--- src/rtl/keypad_pkg.sv ---
// Shared 4x4 keypad definitions: key codes and the code -> (row, column) map.
// Pure declarations, no latency; no flow control.
// Scanners, decoders and the emulator all use this map so they agree by construction.
package keypad_pkg;

    localparam logic [3:0] KEY_0 = 4'h0;
    localparam logic [3:0] KEY_1 = 4'h1;
    localparam logic [3:0] KEY_2 = 4'h2;
    localparam logic [3:0] KEY_3 = 4'h3;
    localparam logic [3:0] KEY_4 = 4'h4;
    localparam logic [3:0] KEY_5 = 4'h5;
    localparam logic [3:0] KEY_6 = 4'h6;
    localparam logic [3:0] KEY_7 = 4'h7;
    localparam logic [3:0] KEY_8 = 4'h8;
    localparam logic [3:0] KEY_9 = 4'h9;
    localparam logic [3:0] KEY_A = 4'hA;
    localparam logic [3:0] KEY_B = 4'hB;
    localparam logic [3:0] KEY_C = 4'hC;
    localparam logic [3:0] KEY_D = 4'hD;
    localparam logic [3:0] KEY_E = 4'hE;
    localparam logic [3:0] KEY_F = 4'hF;

    typedef enum logic [1:0] {
        ST_IDLE  = 2'd0,
        ST_PRESS = 2'd1,
        ST_GAP   = 2'd2
    } emu_state_t;

    // Row index 0..3 corresponds to R1..R4.
    function automatic logic [1:0] key_to_row(input logic [3:0] code);
        logic [1:0] r;
        case (code)
            KEY_1, KEY_2, KEY_3, KEY_A: r = 2'd0;
            KEY_4, KEY_5, KEY_6, KEY_B: r = 2'd1;
            KEY_7, KEY_8, KEY_9, KEY_C: r = 2'd2;
            default:                    r = 2'd3;
        endcase
        return r;
    endfunction

    // Column index 0..3 corresponds to C1..C4.
    function automatic logic [1:0] key_to_col(input logic [3:0] code);
        logic [1:0] c;
        case (code)
            KEY_1, KEY_4, KEY_7, KEY_E: c = 2'd0;
            KEY_2, KEY_5, KEY_8, KEY_0: c = 2'd1;
            KEY_3, KEY_6, KEY_9, KEY_F: c = 2'd2;
            default:                    c = 2'd3;
        endcase
        return c;
    endfunction

endpackage

--- src/rtl/keypad_emulator_if.sv ---
// Key-code stream plus keypad row/column lines between stimulus/scanner and emulator.
// No latency of its own; key_valid/key_ready handshake on the key stream.
// Row/column lines carry no flow control.
interface keypad_emulator_if;
    logic [3:0] key_in;
    logic       key_valid;
    logic       key_ready;
    logic [3:0] row;
    logic [3:0] column;
    logic       pressed;
    logic [3:0] key_active;
    logic       busy;

    modport master (
        output key_in, key_valid, row,
        input  key_ready, column, pressed, key_active, busy
    );

    modport slave (
        input  key_in, key_valid, row,
        output key_ready, column, pressed, key_active, busy
    );
endinterface

--- src/rtl/keypad_emu_fifo.sv ---
// Small synchronous FIFO with show-ahead read data and full/empty flags.
// Write visible at the head one cycle after the push edge.
// Push while full is dropped; pop while empty is ignored.
module keypad_emu_fifo #(
    parameter int DEPTH = 4,
    parameter int WIDTH = 4
) (
    input  logic             clk,
    input  logic             rst_n,
    input  logic             i_push,
    input  logic [WIDTH-1:0] i_dat,
    input  logic             i_pop,
    output logic [WIDTH-1:0] o_dat,
    output logic             o_full,
    output logic             o_empty
);
    localparam int AW = $clog2(DEPTH);

    logic [WIDTH-1:0] r_mem [DEPTH];
    logic [AW:0]      r_wr_ptr;
    logic [AW:0]      r_rd_ptr;
    logic             w_do_push;
    logic             w_do_pop;

    // Extra pointer bit separates full from empty when the index bits match.
    assign o_empty   = (r_wr_ptr == r_rd_ptr);
    assign o_full    = (r_wr_ptr[AW] != r_rd_ptr[AW]) &&
                       (r_wr_ptr[AW-1:0] == r_rd_ptr[AW-1:0]);
    assign w_do_push = i_push && !o_full;
    assign w_do_pop  = i_pop && !o_empty;
    assign o_dat     = r_mem[r_rd_ptr[AW-1:0]];

    always_ff @(posedge clk) begin
        if (w_do_push) begin
            r_mem[r_wr_ptr[AW-1:0]] <= i_dat;
        end
    end

    always_ff @(posedge clk or negedge rst_n) begin
        if (!rst_n) begin
            r_wr_ptr <= '0;
            r_rd_ptr <= '0;
        end else begin
            if (w_do_push) r_wr_ptr <= r_wr_ptr + 1'b1;
            if (w_do_pop)  r_rd_ptr <= r_rd_ptr + 1'b1;
        end
    end
endmodule

--- src/rtl/keypad_emulator.sv ---
// 4x4 keypad emulator: queues key codes, presses each for HOLD_CYCLES, releases for GAP_CYCLES.
// Pop one edge after a push into an empty idle queue; row->column is purely combinational.
// key_ready drops when the queue is full. Optional contact bounce: KEYPAD_EMU_BOUNCE_EN.
module keypad_emulator
    import keypad_pkg::*;
#(
    parameter int HOLD_CYCLES = 1000,
    parameter int GAP_CYCLES  = 1000,
    parameter int FIFO_DEPTH  = 4
) (
    input  logic              clk,
    input  logic              rst_n,
    keypad_emulator_if.slave  kp
);
    localparam int MAX_CYC = (HOLD_CYCLES > GAP_CYCLES) ? HOLD_CYCLES : GAP_CYCLES;
    localparam int CW      = $clog2(MAX_CYC);

    emu_state_t     r_state;
    emu_state_t     w_state_nxt;
    logic [CW-1:0]  r_cnt;
    logic [CW-1:0]  w_cnt_nxt;
    logic [3:0]     r_key_active;
    logic           w_pop;
    logic           w_empty;
    logic           w_full;
    logic [3:0]     w_head;
    logic           w_contact;
    logic           w_row_hit;
    logic [1:0]     w_row_idx;
    logic [1:0]     w_col_idx;
    logic [3:0]     w_column;

    keypad_emu_fifo #(
        .DEPTH (FIFO_DEPTH),
        .WIDTH (4)
    ) u_fifo (
        .clk     (clk),
        .rst_n   (rst_n),
        .i_push  (kp.key_valid),
        .i_dat   (kp.key_in),
        .i_pop   (w_pop),
        .o_dat   (w_head),
        .o_full  (w_full),
        .o_empty (w_empty)
    );

    always_comb begin
        w_state_nxt = r_state;
        w_cnt_nxt   = r_cnt;
        w_pop       = 1'b0;
        case (r_state)
            ST_IDLE: begin
                w_cnt_nxt = '0;
                if (!w_empty) begin
                    w_state_nxt = ST_PRESS;
                    w_pop       = 1'b1;
                end
            end
            ST_PRESS: begin
                if (r_cnt == CW'(HOLD_CYCLES - 1)) begin
                    w_state_nxt = ST_GAP;
                    w_cnt_nxt   = '0;
                end else begin
                    w_cnt_nxt = r_cnt + 1'b1;
                end
            end
            ST_GAP: begin
                if (r_cnt == CW'(GAP_CYCLES - 1)) begin
                    w_state_nxt = ST_IDLE;
                    w_cnt_nxt   = '0;
                end else begin
                    w_cnt_nxt = r_cnt + 1'b1;
                end
            end
            default: begin
                w_state_nxt = ST_IDLE;
                w_cnt_nxt   = '0;
            end
        endcase
    end

    always_ff @(posedge clk or negedge rst_n) begin
        if (!rst_n) begin
            r_state      <= ST_IDLE;
            r_cnt        <= '0;
            r_key_active <= '0;
        end else begin
            r_state <= w_state_nxt;
            r_cnt   <= w_cnt_nxt;
            if (w_pop) r_key_active <= w_head;
        end
    end

`ifdef KEYPAD_EMU_BOUNCE_EN
    // First 8 press cycles chatter closed/open in pairs, then settle closed.
    assign w_contact = (r_state == ST_PRESS) && ((r_cnt >= CW'(8)) || !r_cnt[1]);
`else
    assign w_contact = (r_state == ST_PRESS);
`endif

    assign w_row_idx = key_to_row(r_key_active);
    assign w_col_idx = key_to_col(r_key_active);
    // Only a driven-low row counts as a strobe; undriven or unknown reads as released.
    assign w_row_hit = (kp.row[w_row_idx] === 1'b0);

    always_comb begin
        w_column = 4'b1111;
        if (w_contact && w_row_hit) begin
            w_column[w_col_idx] = 1'b0;
        end
    end

    assign kp.column     = w_column;
    assign kp.pressed    = w_contact;
    assign kp.key_active = r_key_active;
    assign kp.key_ready  = !w_full;
    assign kp.busy       = !w_empty || (r_state != ST_IDLE);
endmodule

--- src/flat_wrapper.sv ---
// flat-port wrapper written by rule: the top's interface ports become plain ports
module keypad_emulator_flat import keypad_pkg::*;
#(
    parameter int HOLD_CYCLES = 1000,
    parameter int GAP_CYCLES  = 1000,
    parameter int FIFO_DEPTH  = 4
)
  (clk, rst_n, kp_key_in, kp_key_valid, kp_row, kp_key_ready, kp_column, kp_pressed, kp_key_active, kp_busy);
  keypad_emulator_if kp_i ();
  input  logic clk;
  input  logic rst_n;
  input wire logic [$bits(kp_i.key_in)-1:0] kp_key_in;
  input wire logic [$bits(kp_i.key_valid)-1:0] kp_key_valid;
  input wire logic [$bits(kp_i.row)-1:0] kp_row;
  output wire logic [$bits(kp_i.key_ready)-1:0] kp_key_ready;
  output wire logic [$bits(kp_i.column)-1:0] kp_column;
  output wire logic [$bits(kp_i.pressed)-1:0] kp_pressed;
  output wire logic [$bits(kp_i.key_active)-1:0] kp_key_active;
  output wire logic [$bits(kp_i.busy)-1:0] kp_busy;
  assign kp_i.key_in = kp_key_in;
  assign kp_i.key_valid = kp_key_valid;
  assign kp_i.row = kp_row;
  assign kp_key_ready = kp_i.key_ready;
  assign kp_column = kp_i.column;
  assign kp_pressed = kp_i.pressed;
  assign kp_key_active = kp_i.key_active;
  assign kp_busy = kp_i.busy;
  keypad_emulator #(.HOLD_CYCLES(HOLD_CYCLES), .GAP_CYCLES(GAP_CYCLES), .FIFO_DEPTH(FIFO_DEPTH)) u_core (.clk(clk), .rst_n(rst_n), .kp(kp_i));
endmodule
--- config.mk ---
export PLATFORM = sky130hd
export DESIGN_NAME = keypad_emulator_flat
export DESIGN_NICKNAME = d
export VERILOG_FILES = /design/src/rtl/keypad_pkg.sv /design/src/rtl/keypad_emulator_if.sv /design/src/rtl/keypad_emu_fifo.sv /design/src/rtl/keypad_emulator.sv /design/src/flat_wrapper.sv
export SDC_FILE = /design/constraint.sdc
export NUM_CORES = 1
export LEC_CHECK = 0
export CORE_ASPECT_RATIO = 0.75
export CORE_MARGIN = 3
export CORE_UTILIZATION = 55
export DETAILED_ROUTE_END_ITERATION = 16
export GPL_TIMING_DRIVEN = 0
export PLACE_DENSITY = 0.78
export SLEW_MARGIN = 20
export SYNTH_ARGS = -nofsm -noshare
export SYNTH_HDL_FRONTEND = slang
export SYNTH_SLANG_ARGS = --single-unit
--- constraint.sdc ---
create_clock -name clk -period 3.1 [get_ports clk]
set_input_delay 0.93 -clock clk [delete_from_list [all_inputs] [get_ports clk]]
set_output_delay 0.93 -clock clk [all_outputs]
set_load 0.01 [all_outputs]
==> results.tsv, run 1 <==
stage	metric	value	unit
routing	avgRoutedWirePerCell	15.41	um
synth	synth_edf_count	16	
synth	netlist_instances	162	
cts	clock-sinks	38	
layout	fin_util	71.74	%
place	port_buffers	21	
timing	period_minus_slack	3.141	ns
power_and_ir_drop	internal_power	1.548	mW
timing	tightest_slew	0.9654	ns
routing	wl_met3	219	um
routing	vias	1296	
timing	drv_slew	0	
worst_setup_path	cp_top_family	compound AO/OA/AOI/OAI gates	
synth	ys_ff_latch	38	
synth	ys_seq_area_share	52.35	%
floorplan	rows	18	
global_route	antenna_found_initial	0	
worst_setup_path	cp.required	2.17	ns
routing	final_antenna_net_count	0	
cts	clock_latency	0.29	ns
cts	tritoncts	yes	
worst_setup_path	path_class	primary input to primary output	
synth	ys.warnings.count	0	
worst_setup_path	cp_slowest_cell	a221o_1	
timing	finClkSkew	0.006172	ns
run	cap_violations	0	
place	dp_hpwl	2.628	mm
layout	drive_above_1_share	18.56	%
timing	slew_headroom	35.44	%
synth	synth_top_area_cell	dfrtp_1	
power_and_ir_drop	ir_drop	0.0006563	V
floorplan	core	3356	um^2
synth	synth_area	1969	um^2
worst_setup_path	crit_top_cell	buf_6	
routing	drt_iter0_drc	79	
routing	drc	0	
synth	synth_area_leaders	dfrtp_1 (28%), edfxtp_1 (24%), ha_1 (6.4%)	
power_and_ir_drop	cellLeakagePower	0.9918	nW
worst_setup_path	cp-start-kind	primary input	
synth	synth_top_area_share	27.95	%
global_route	grt_use_total	19.38	%
worst_setup_path	crit_path_end_kind	primary output	
cts	clockBufferDepth	2	
floorplan	ios	22	
timing	finalHoldViolations	0	
routing	dr.pass1.iters	4	
cts	path_clk_slew	0.07	ns
power_and_ir_drop	power.clock.fraction	20.8	%
synth	ys.flop_type	dfrtp_1	
synth	async_flop_share	57.89	%
synth	synth_cell_type_count	36	
global_route	grt_pass1_vias	1320	
cts	clock-root-buffer	clkbuf_8	
power_and_ir_drop	switchingPower	0.8395	mW
timing	tns	-0.07988	ns
cts	cts_max_level	2	
synth	syn_nets	183	
floorplan	die-area	4342	um^2
timing	fmax	318.4	MHz
status	status	finished with violations	
layout	fin_nets	214	
worst_setup_path	path_cells	buf_6 > and2_4 > a221o_1 > a2111oi_4 > buf_4 > nand3_2 > buf_6	
worst_setup_path	critPathMaxStageDelay	0.35	ns
timing	timing.final.ws_setup	-0.04109	ns
status	violations	setup timing	
place	place_congestion	0.8566	
worst_setup_path	crit_buf_inv	3	
global_route	grt_pass1_wl	6.175	mm
timing	final-setup-viol-count	3	
layout	diodes	0	
power_and_ir_drop	p_seq_share	33.0	%
cts	cts_buffers	5	
timing	rsz0062_at_grt	yes	
floorplan	die_w	75.10	um
worst_setup_path	critPathMaxFanout	3	
routing	dr_wl_met2	1.673	mm
hold_path	hold_class	flip-flop to flip-flop	
place	pre_cts_ws	-0.7442	ns
routing	wl	3.607	mm
global_route	grt-ovfl-total	0	
power_and_ir_drop	combPwrFrac	46.2	%
cts	holdBufCountCts	0	
timing	hold_ws	0.4885	ns
power_and_ir_drop	swShare	35.16	%
layout	area_delta_synth_final	22.24	%
timing	post-route-period-util	101.3	%
routing	top_signal_layer_used	met4	
routing	wl_met1	1.657	mm
floorplan	start_util	58.69	%
routing	via_per_inst	5.538	
global_route	grt_start_max_net_pins	23	
power_and_ir_drop	power_per_cell_area	991.8	nW/um^2
floorplan	dieHeight	57.82	um
worst_setup_path	critical_path_arrival	2.21	ns
synth	synth.avg_cell_area	12.16	um^2
[cells in the mapped netlist (3+ instances only)]
master and instances:
mux4_2 4, and2_1 6, nand2_1 8, and3_1 5
ha_1 10, nor2_1 14, xnor2_1 10, xor2_1 7
mux2_1 7, buf_2 3, a21oi_1 5, edfxtp_1 16
nand3_1 3, nand2b_1 4, nand4_1 4, inv_1 10
dfrtp_1 22
[final cells by class]
class / instances / area, um^2
clock inverter: 3 / 68.82
inverter: 10 / 37.54
fill: 217 / 948.4
clock buffer: 5 / 68.82
timing repair buffer: 24 / 220.2
sequential: 38 / 1031
multi-input combinational: 108 / 895.9
tap: 40 / 50.05
buffer: 6 / 35.03
[through the flow]
stage | total power, mW | area, um^2 | cells
6_report | 2.388 | 2407 | 234
5_1_grt | 2.564 | 2407 | 234
4_1_cts | 2.386 | 2395 | 233
3_5_place_dp | 1.842 | 2230 | 223
3_3_place_gp | 1.786 | 2230 | 223
2_1_floorplan | 1.506 | 1969 | 162
[placed cells by master, fill, tap and decap left out, types with 3 or more instances in the layout]
master | Yosys | routed
xnor2_1 | 10 | 10
buf_6 | 1 | 4
nor2_1 | 14 | 13
xor2_1 | 7 | 7
buf_2 | 3 | 5
dfrtp_1 | 22 | 22
nand4_1 | 4 | 4
a21oi_1 | 5 | 5
and3_1 | 5 | 5
ha_1 | 10 | 10
nand2_1 | 8 | 7
clkdlybuf4s50_1 | 0 | 14
edfxtp_1 | 16 | 16
clkbuf_8 | 0 | 5
mux2_1 | 7 | 7
buf_4 | 0 | 3
and2_1 | 6 | 5
inv_1 | 10 | 10
nand2b_1 | 4 | 4
mux4_2 | 4 | 4
[registers in the layout (all words and copies together) (netlist names)]
register,flops
u_core.u_fifo.r_wr_ptr,3
u_core.kp.key_active,4
u_core.u_fifo.r_mem,16
u_core.r_cnt,10
u_core.r_state,2
u_core.u_fifo.r_rd_ptr,3
[worst reg2reg max path, stage by stage (launching register included)]
cell and delay [ns]:
dfrtp_1 0.39, buf_2 0.19, xnor2_1 0.24, nand3b_1 0.24, and3_1 0.35, xor2_1 0.17
[power groups by stage]
stage | logic [mW] | registers (mW) | clock network [mW]
2_1_floorplan | 0.726 | 0.780 | 0
6_report | 1.10 | 0.789 | 0.496
4_1_cts | 1.10 | 0.788 | 0.502
3_3_place_gp | 1.00 | 0.784 | 0
3_5_place_dp | 1.04 | 0.797 | 0
5_1_grt | 1.22 | 0.806 | 0.535
[final timing paths]
path                                           startpoint                         to  slack, ns  cells past startpoint
worst max-delay path                            kp_row[2]               kp_column[3]      -0.04                      7
worst min-delay path                      u_core.r_cnt[0]            u_core.r_cnt[0]       0.49                      1
worst max register to register  u_core.u_fifo.r_rd_ptr[0]  u_core.u_fifo.r_wr_ptr[2]       1.40                      5
worst min register to register            u_core.r_cnt[0]            u_core.r_cnt[0]       0.49                      1
max in group asynchronous                           rst_n  u_core.u_fifo.r_wr_ptr[2]       1.34                      1
min in group asynchronous                           rst_n            u_core.r_cnt[2]       1.17                      1
[metal layers]
layer / GRT usage, % / up-vias
li1: - / 632
met4: 7.868 / 0
met3: 6.239 / 9
met1: 26.91 / 617
met5: 0 / -
met2: 28.29 / 38
[what timing repair did]
item | in CTS | in global routing
buffers inserted | 2 | 1
pin swaps | 4 | 1
resized for setup | 31 | 4
endpoints found under the setup margin | 4 | 4
[cells by family after synthesis]
family	share of synthesized area, %
AOI/OAI and AO/OA	6.227
xor gates and xnor gates	7.560
adders and majority gates	6.353
buffers and inverters	3.621
DFF	52.35
muxes	9.594
and+or+nand+nor	14.30
Power figures use the tool's default switching activity.
==> run 2, diff against run 1 <==
Settings changed: CORE_UTILIZATION 55 to 60, PLACE_DENSITY 0.78 to 0.84, SKIP_CTS_REPAIR_TIMING set to 1.
Clock period 3.1 ns to 3.89 ns, I/O delays scaled along.
==> run 2 against run 1 <==
Compared with the run above:
- total power fell by 28%
- non-clock buffer count fell by 3
- the run now ends clean
- critical path depth decreased by 1
- clock power down 46%
- sequential cell count stayed put
- global-route usage grew 1.4 points
- via count grew 1.9%
- combinational power decreased by 25%
- setup slack better by 0.15 ns
==> results.tsv, run 2 (synthesized netlist as in run 1, its figures left out) <==
stage	metric	value	unit	change
status	status	finished, final reports clean		was finished with violations
routing	wl_met3	235	um	was 219 um
run	cap_violations	0		unchanged
global_route	grt_pass1_vias	1368		was 1320
global_route	grt-ovfl-total	0		unchanged
cts	clock_latency	0.29	ns	about the same
worst_setup_path	reg2reg_depth	5		unchanged
routing	dr.pass1.iters	7		was 4
timing	rsz0062_at_grt	no		was yes
power_and_ir_drop	switchingPower	0.6414	mW	was 0.8395 mW
routing	wl_met1	1.668	mm	was 1.657 mm
power_and_ir_drop	power.clock.fraction	15.6	%	was 20.8%
layout	layout_common_cells	dfrtp_1 (22), edfxtp_1 (16), clkdlybuf4s50_1 (15)		was dfrtp_1 (22), edfxtp_1 (16), clkdlybuf4s50_1 (14)
floorplan	start_util	64.75	%	was 58.69%
power_and_ir_drop	swShare	37.34	%	was 35.16%
routing	vias	1321		was 1296
worst_setup_path	path_class	primary input to primary output		unchanged
power_and_ir_drop	internal_power	1.076	mW	was 1.548 mW
floorplan	rows	17		was 18
routing	wl	3.560	mm	was 3.607 mm
place	dp_cells	221		was 223
place	port_buffers	21		unchanged
timing	fmax	264.2	MHz	
worst_setup_path	crit_start	kp_row[3]		was kp_row[2]
power_and_ir_drop	combPwrFrac	47.8	%	was 46.2%
global_route	antenna_found_initial	0		unchanged
timing	finClkSkew	0.005756	ns	was 0.006172 ns
worst_setup_path	critPathMaxStageDelay	0.46	ns	was 0.35 ns
power_and_ir_drop	total_power	1.718	mW	was 2.388 mW
timing	drv_slew	0		unchanged
layout	largest_reg_flops	16		unchanged
timing	slew_headroom	67.19	%	was 35.44%
power_and_ir_drop	power_per_cell_area	748.6	nW/um^2	was 991.8 nW/um^2
power_and_ir_drop	ir_drop	0.0004135	V	was 0.0006563 V
timing	period_minus_slack	3.786	ns	
timing	tightest_slew	0.4921	ns	was 0.9654 ns
timing	final-setup-viol-count	0		was 3
worst_setup_path	reg2reg_to	u_core.u_fifo.r_rd_ptr[1]		was u_core.u_fifo.r_wr_ptr[2]
layout	n_fill_cell	198		was 217
worst_setup_path	critical_path_arrival	2.62	ns	was 2.21 ns
worst_setup_path	r2r-start	u_core.u_fifo.r_rd_ptr[0]		unchanged
layout	area_delta_synth_final	16.52	%	was 22.24%
routing	avgRoutedWirePerCell	15.55	um	was 15.41 um
worst_setup_path	critPathCapture	kp_column[1]		was kp_column[3]
power_and_ir_drop	p_seq_share	36.6	%	was 33.0%
layout	diodes	0		unchanged
worst_setup_path	cp-start-kind	primary input		unchanged
floorplan	die-area	4013	um^2	was 4342 um^2
power_and_ir_drop	cellLeakagePower	0.9473	nW	was 0.9918 nW
cts	clock-root-buffer	clkbuf_8		unchanged
cts	path_clk_slew	0.07	ns	about the same
place	dp_hpwl	2.673	mm	was 2.628 mm
routing	final_antenna_net_count	0		unchanged
routing	via_per_inst	5.769		was 5.538
global_route	grt_use_total	20.82	%	was 19.38%
worst_setup_path	cp_slowest_cell	a2111oi_4		was a221o_1
floorplan	core	3042	um^2	was 3356 um^2
hold_path	hold_class	flip-flop to flip-flop		unchanged
global_route	grt_start_max_net_pins	23		unchanged
worst_setup_path	critPathMaxFanout	4		was 3
global_route	grt_pass1_wl	6.361	mm	was 6.175 mm
cts	clock-sinks	38		unchanged
layout	drive_above_1_share	11.52	%	was 18.56%
timing	post-route-period-util	97.32	%	
routing	top_signal_layer_used	met4		unchanged
floorplan	ios	22		unchanged
cts	cts_buffers	5		unchanged
cts	cts_max_level	2		unchanged
worst_setup_path	path_cells	clkdlybuf4s50_1 > o211ai_1 > o311ai_1 > a2111oi_4 > o21ai_1 > buf_2		was buf_6 > and2_4 > a221o_1 > a2111oi_4 > buf_4 > nand3_2 > buf_6
worst_setup_path	cp.required	2.72	ns	was 2.17 ns
worst_setup_path	crit_path_end_kind	primary output		unchanged
layout	stdcell_count	229		was 234
cts	tritoncts	yes		unchanged
routing	drt_iter0_drc	114		was 79
routing	drc	0		unchanged
routing	dr_wl_met2	1.601	mm	was 1.673 mm
worst_setup_path	rrSetupSlack	2.21	ns	was 1.40 ns
cts	clockBufferDepth	2		unchanged
floorplan	die_w	72.16	um	was 75.10 um
floorplan	dieHeight	55.62	um	was 57.82 um
layout	fin_nets	211		was 214
timing	finalHoldViolations	0		unchanged
place	place_congestion	0.8717		was 0.8566
layout	final_common_cell	dfrtp_1		unchanged
run 2: cell type report:
| class | instances | area [um^2] | area share (%) |
|---|---|---|---|
| Timing Repair Buffer | 21 | 187.7 | 8.179 |
| Clock inverter | 2 | 7.507 | 0.3272 |
| Inverter | 10 | 37.54 | 1.636 |
| Multi-Input combinational cell | 108 | 867.1 | 37.79 |
| Tap cell | 38 | 47.55 | 2.072 |
| Buffer | 6 | 33.78 | 1.472 |
| Clock buffer | 6 | 82.58 | 3.599 |
| Sequential cell | 38 | 1031 | 44.93 |
run 2: critical path, delay by kind of cell:
kind            cells  cell delay, ns
buf+inv             2            0.58
compound gates      4            0.87
run 2: power groups by stage:
| stage | combinational (mW) | clock [mW] | sequential [mW] |
|---|---|---|---|
| floorplan | 0.579 | 0 | 0.621 |
| global placement | 0.797 | 0 | 0.624 |
| detailed placement | 0.834 | 0 | 0.635 |
| CTS | 0.845 | 0.275 | 0.628 |
| global route | 0.905 | 0.297 | 0.642 |
| finish | 0.821 | 0.269 | 0.628 |
run 2: worst min-delay path by stage:
stage	start	to	depth (start not counted)
floorplan	u_core.r_cnt[0]	u_core.r_cnt[0]	1
global placement	u_core.r_cnt[0]	u_core.r_cnt[0]	1
detailed placement	u_core.r_cnt[0]	u_core.r_cnt[0]	1
CTS	u_core.r_cnt[0]	u_core.r_cnt[0]	1
global route	u_core.r_cnt[0]	u_core.r_cnt[0]	1
finish	u_core.r_cnt[0]	u_core.r_cnt[0]	1
run 2: per-layer routing:
metal | GRT usage (%) | up-vias
met5 | 0 | -
met4 | 8.579 | 0
met3 | 6.137 | 5
met2 | 30.22 | 42
met1 | 29.19 | 652
li1 | - | 622
run 2: metrics by stage:
step | setup WS, ns | setup TNS, ns | utilization, % | instance area (um^2) | hold slack, ns
floorplan | 0.5257 | 0 | - | 1969 | 0.4329
global placement | -0.3656 | -1.392 | 73.22 | 2227 | 0.4493
detailed placement | -0.3871 | -1.515 | 73.22 | 2227 | 0.4554
CTS | -0.3903 | -1.533 | 76.18 | 2317 | 0.4647
global route | 0.004672 | 0 | 75.44 | 2295 | 0.4919
finish | 0.1044 | 0 | 75.44 | 2295 | 0.4676
==> run 3, diff against run 2 <==
Settings changed: PLACE_DENSITY 0.84 to unset, PLACE_DENSITY_LB_ADDON set to 0.2.
==> run 3 against run 2 <==
Compared with the run above:
- worst hold slack got worse by 0.0018 ns
- wire length up 1.4%
- clock skew hardly changed
- sequential power is essentially flat
- non-clock buffer count up 3
- count of clock-buffer cells in the layout did not move
- register-to-register slack got worse by 0.07 ns
- design area up 3.3%
- first-iteration DRC count decreased by 50%
- largest cell class unchanged
- critical path type unchanged
==> results.tsv, run 3 (synthesized netlist as in run 1, its figures left out) <==
stage	metric	value	unit	change
worst_setup_path	crit_path_end_kind	primary output		unchanged
cts	cts_buffers	5		unchanged
layout	drive_above_1_share	11.34	%	was 11.52%
cts	clock-sinks	38		unchanged
place	dp_cells	221		unchanged
routing	final_antenna_net_count	0		unchanged
worst_setup_path	cp-start-kind	primary input		unchanged
routing	vias	1309		was 1321
cts	clockBufferDepth	2		unchanged
cts	clock_latency	0.29	ns	about the same
timing	finClkSkew	0.005735	ns	was 0.005756 ns
timing	drv_slew	0		unchanged
worst_setup_path	r2r-start	u_core.u_fifo.r_rd_ptr[0]		unchanged
routing	wl	3.609	mm	was 3.560 mm
routing	dr.pass1.iters	4		was 7
layout	diodes	0		unchanged
hold_path	worstHoldStart	u_core.r_cnt[0]		unchanged
timing	rsz0062_at_grt	no		unchanged
place	place_area	2227	um^2	unchanged
routing	drc	0		unchanged
routing	drt_iter0_drc	57		was 114
routing	via_per_inst	5.642		was 5.769
cts	path_clk_slew	0.07	ns	about the same
layout	final_common_cell	dfrtp_1		unchanged
timing	tightest_slew	0.9361	ns	was 0.4921 ns
layout	area_delta_synth_final	20.39	%	was 16.52%
floorplan	core	3042	um^2	unchanged
cts	cts_max_level	2		unchanged
timing	final-setup-viol-count	0		unchanged
floorplan	ios	22		unchanged
timing	period_minus_slack	3.784	ns	was 3.786 ns
timing	tns	0	ns	unchanged
global_route	antenna_found_initial	0		unchanged
run	cap_violations	0		unchanged
floorplan	start_util	64.75	%	unchanged
routing	avgRoutedWirePerCell	15.56	um	was 15.55 um
worst_setup_path	cp.required	2.72	ns	about the same
global_route	grt_use_total	19.67	%	was 20.82%
place	dp_hpwl	2.650	mm	was 2.673 mm
layout	stdcell_area	2371	um^2	was 2295 um^2
global_route	grt_pass1_wl	6.009	mm	was 6.361 mm
floorplan	die_w	72.16	um	unchanged
timing	post-route-period-util	97.28	%	was 97.32%
global_route	grt-ovfl-total	0		unchanged
floorplan	rows	17		unchanged
global_route	grt_start_max_net_pins	23		unchanged
status	status	finished, final reports clean		unchanged
place	place_congestion	0.7905		was 0.8717
layout	largest_reg_flops	16		unchanged
timing	fmax	264.3	MHz	was 264.2 MHz
cts	clock-root-buffer	clkbuf_8		unchanged
place	pre_cts_ws	-0.4166	ns	was -0.3871 ns
power_and_ir_drop	total_power	1.830	mW	was 1.718 mW
worst_setup_path	path_class	primary input to primary output		unchanged
worst_setup_path	crit_start	kp_row[1]		was kp_row[3]
floorplan	dieHeight	55.62	um	unchanged
timing	timing.final.ws_setup	0.1058	ns	was 0.1044 ns
layout	stdcell_count	232		was 229
cts	tritoncts	yes		unchanged
power_and_ir_drop	cellLeakagePower	0.9846	nW	was 0.9473 nW
timing	finalHoldViolations	0		unchanged
power_and_ir_drop	power_per_cell_area	771.8	nW/um^2	was 748.6 nW/um^2
timing	slew_headroom	37.40	%	was 67.19%
layout	layout_common_cells	dfrtp_1 (22), edfxtp_1 (16), clkdlybuf4s50_1 (15)		unchanged
floorplan	die-area	4013	um^2	unchanged
place	port_buffers	21		unchanged
worst_setup_path	critPathMaxFanout	4		unchanged
worst_setup_path	critical_path_arrival	2.62	ns	about the same
hold_path	hold_class	flip-flop to flip-flop		unchanged
layout	fin_nets	214		was 211
power_and_ir_drop	ir_drop	0.0004140	V	was 0.0004135 V
global_route	grt_pass1_vias	1305		was 1368
run 3: cell count changes in the layout (fill, tap and decap cells not counted), sizes merged:
cell          delta
buf              +1
bufinv           +1
clkbuf           -2
clkinv           -1
dlymetal6s2s     +4
run 3: area by class of cell:
cell class	count	area, um^2
plain buffers	6	33.78
clock buffers	6	72.57
clock inverters	2	33.78
fillers	200	670.6
inverters	10	37.54
multi-input cells	108	874.6
flip-flops and latches	38	1031
well taps	38	47.55
repair buffers	24	240.2
run 3: path summary, 6_finish.rpt:
kind | end | slack (ns) | cells past startpoint
worst max-delay path | kp_column[0] | 0.11 | 8
worst min-delay path | u_core.r_cnt[0] | 0.47 | 1
worst max register to register | u_core.u_fifo.r_wr_ptr[2] | 2.14 | 5
worst min register to register | u_core.r_cnt[0] | 0.47 | 1
max in group asynchronous | u_core.u_fifo.r_rd_ptr[1] | 1.92 | 1
min in group asynchronous | u_core.r_cnt[1] | 1.40 | 1
run 3: report_power, final:
part	switching, mW	internal [mW]
logic	0.438	0.439
registers	0.0907	0.538
clock network	0.135	0.189
total	0.664	1.17
run 3: through the flow:
stage / utilization [%] / hold slack, ns
finish: 77.95 / 0.4658
global route: 77.95 / 0.5021
CTS: 76.72 / 0.4689
detailed placement: 73.22 / 0.4643
global placement: 73.22 / 0.4507
floorplan: - / 0.4329
run 3: critical path, stage by stage:
cell             delay (ns)
clkdlybuf4s50_1        0.43
nand4_1                0.10
nor2_1                 0.07
a2111oi_4              0.42
buf_4                  0.18
buf_4                  0.09
nand2_1                0.03
buf_2                  0.13
run 3: metal layers:
layer / wire length [um] / vias to the layer above / part of all wire, % / global-route usage, %
li1: - / 630 / - / -
met1: 1700 / 628 / 47 / 27.78
met2: 1621 / 41 / 45 / 28.92
met3: 209 / 10 / 5.8 / 4.693
met4: 78 / 0 / 2.2 / 8.579
met5: 0 / - / 0 / 0
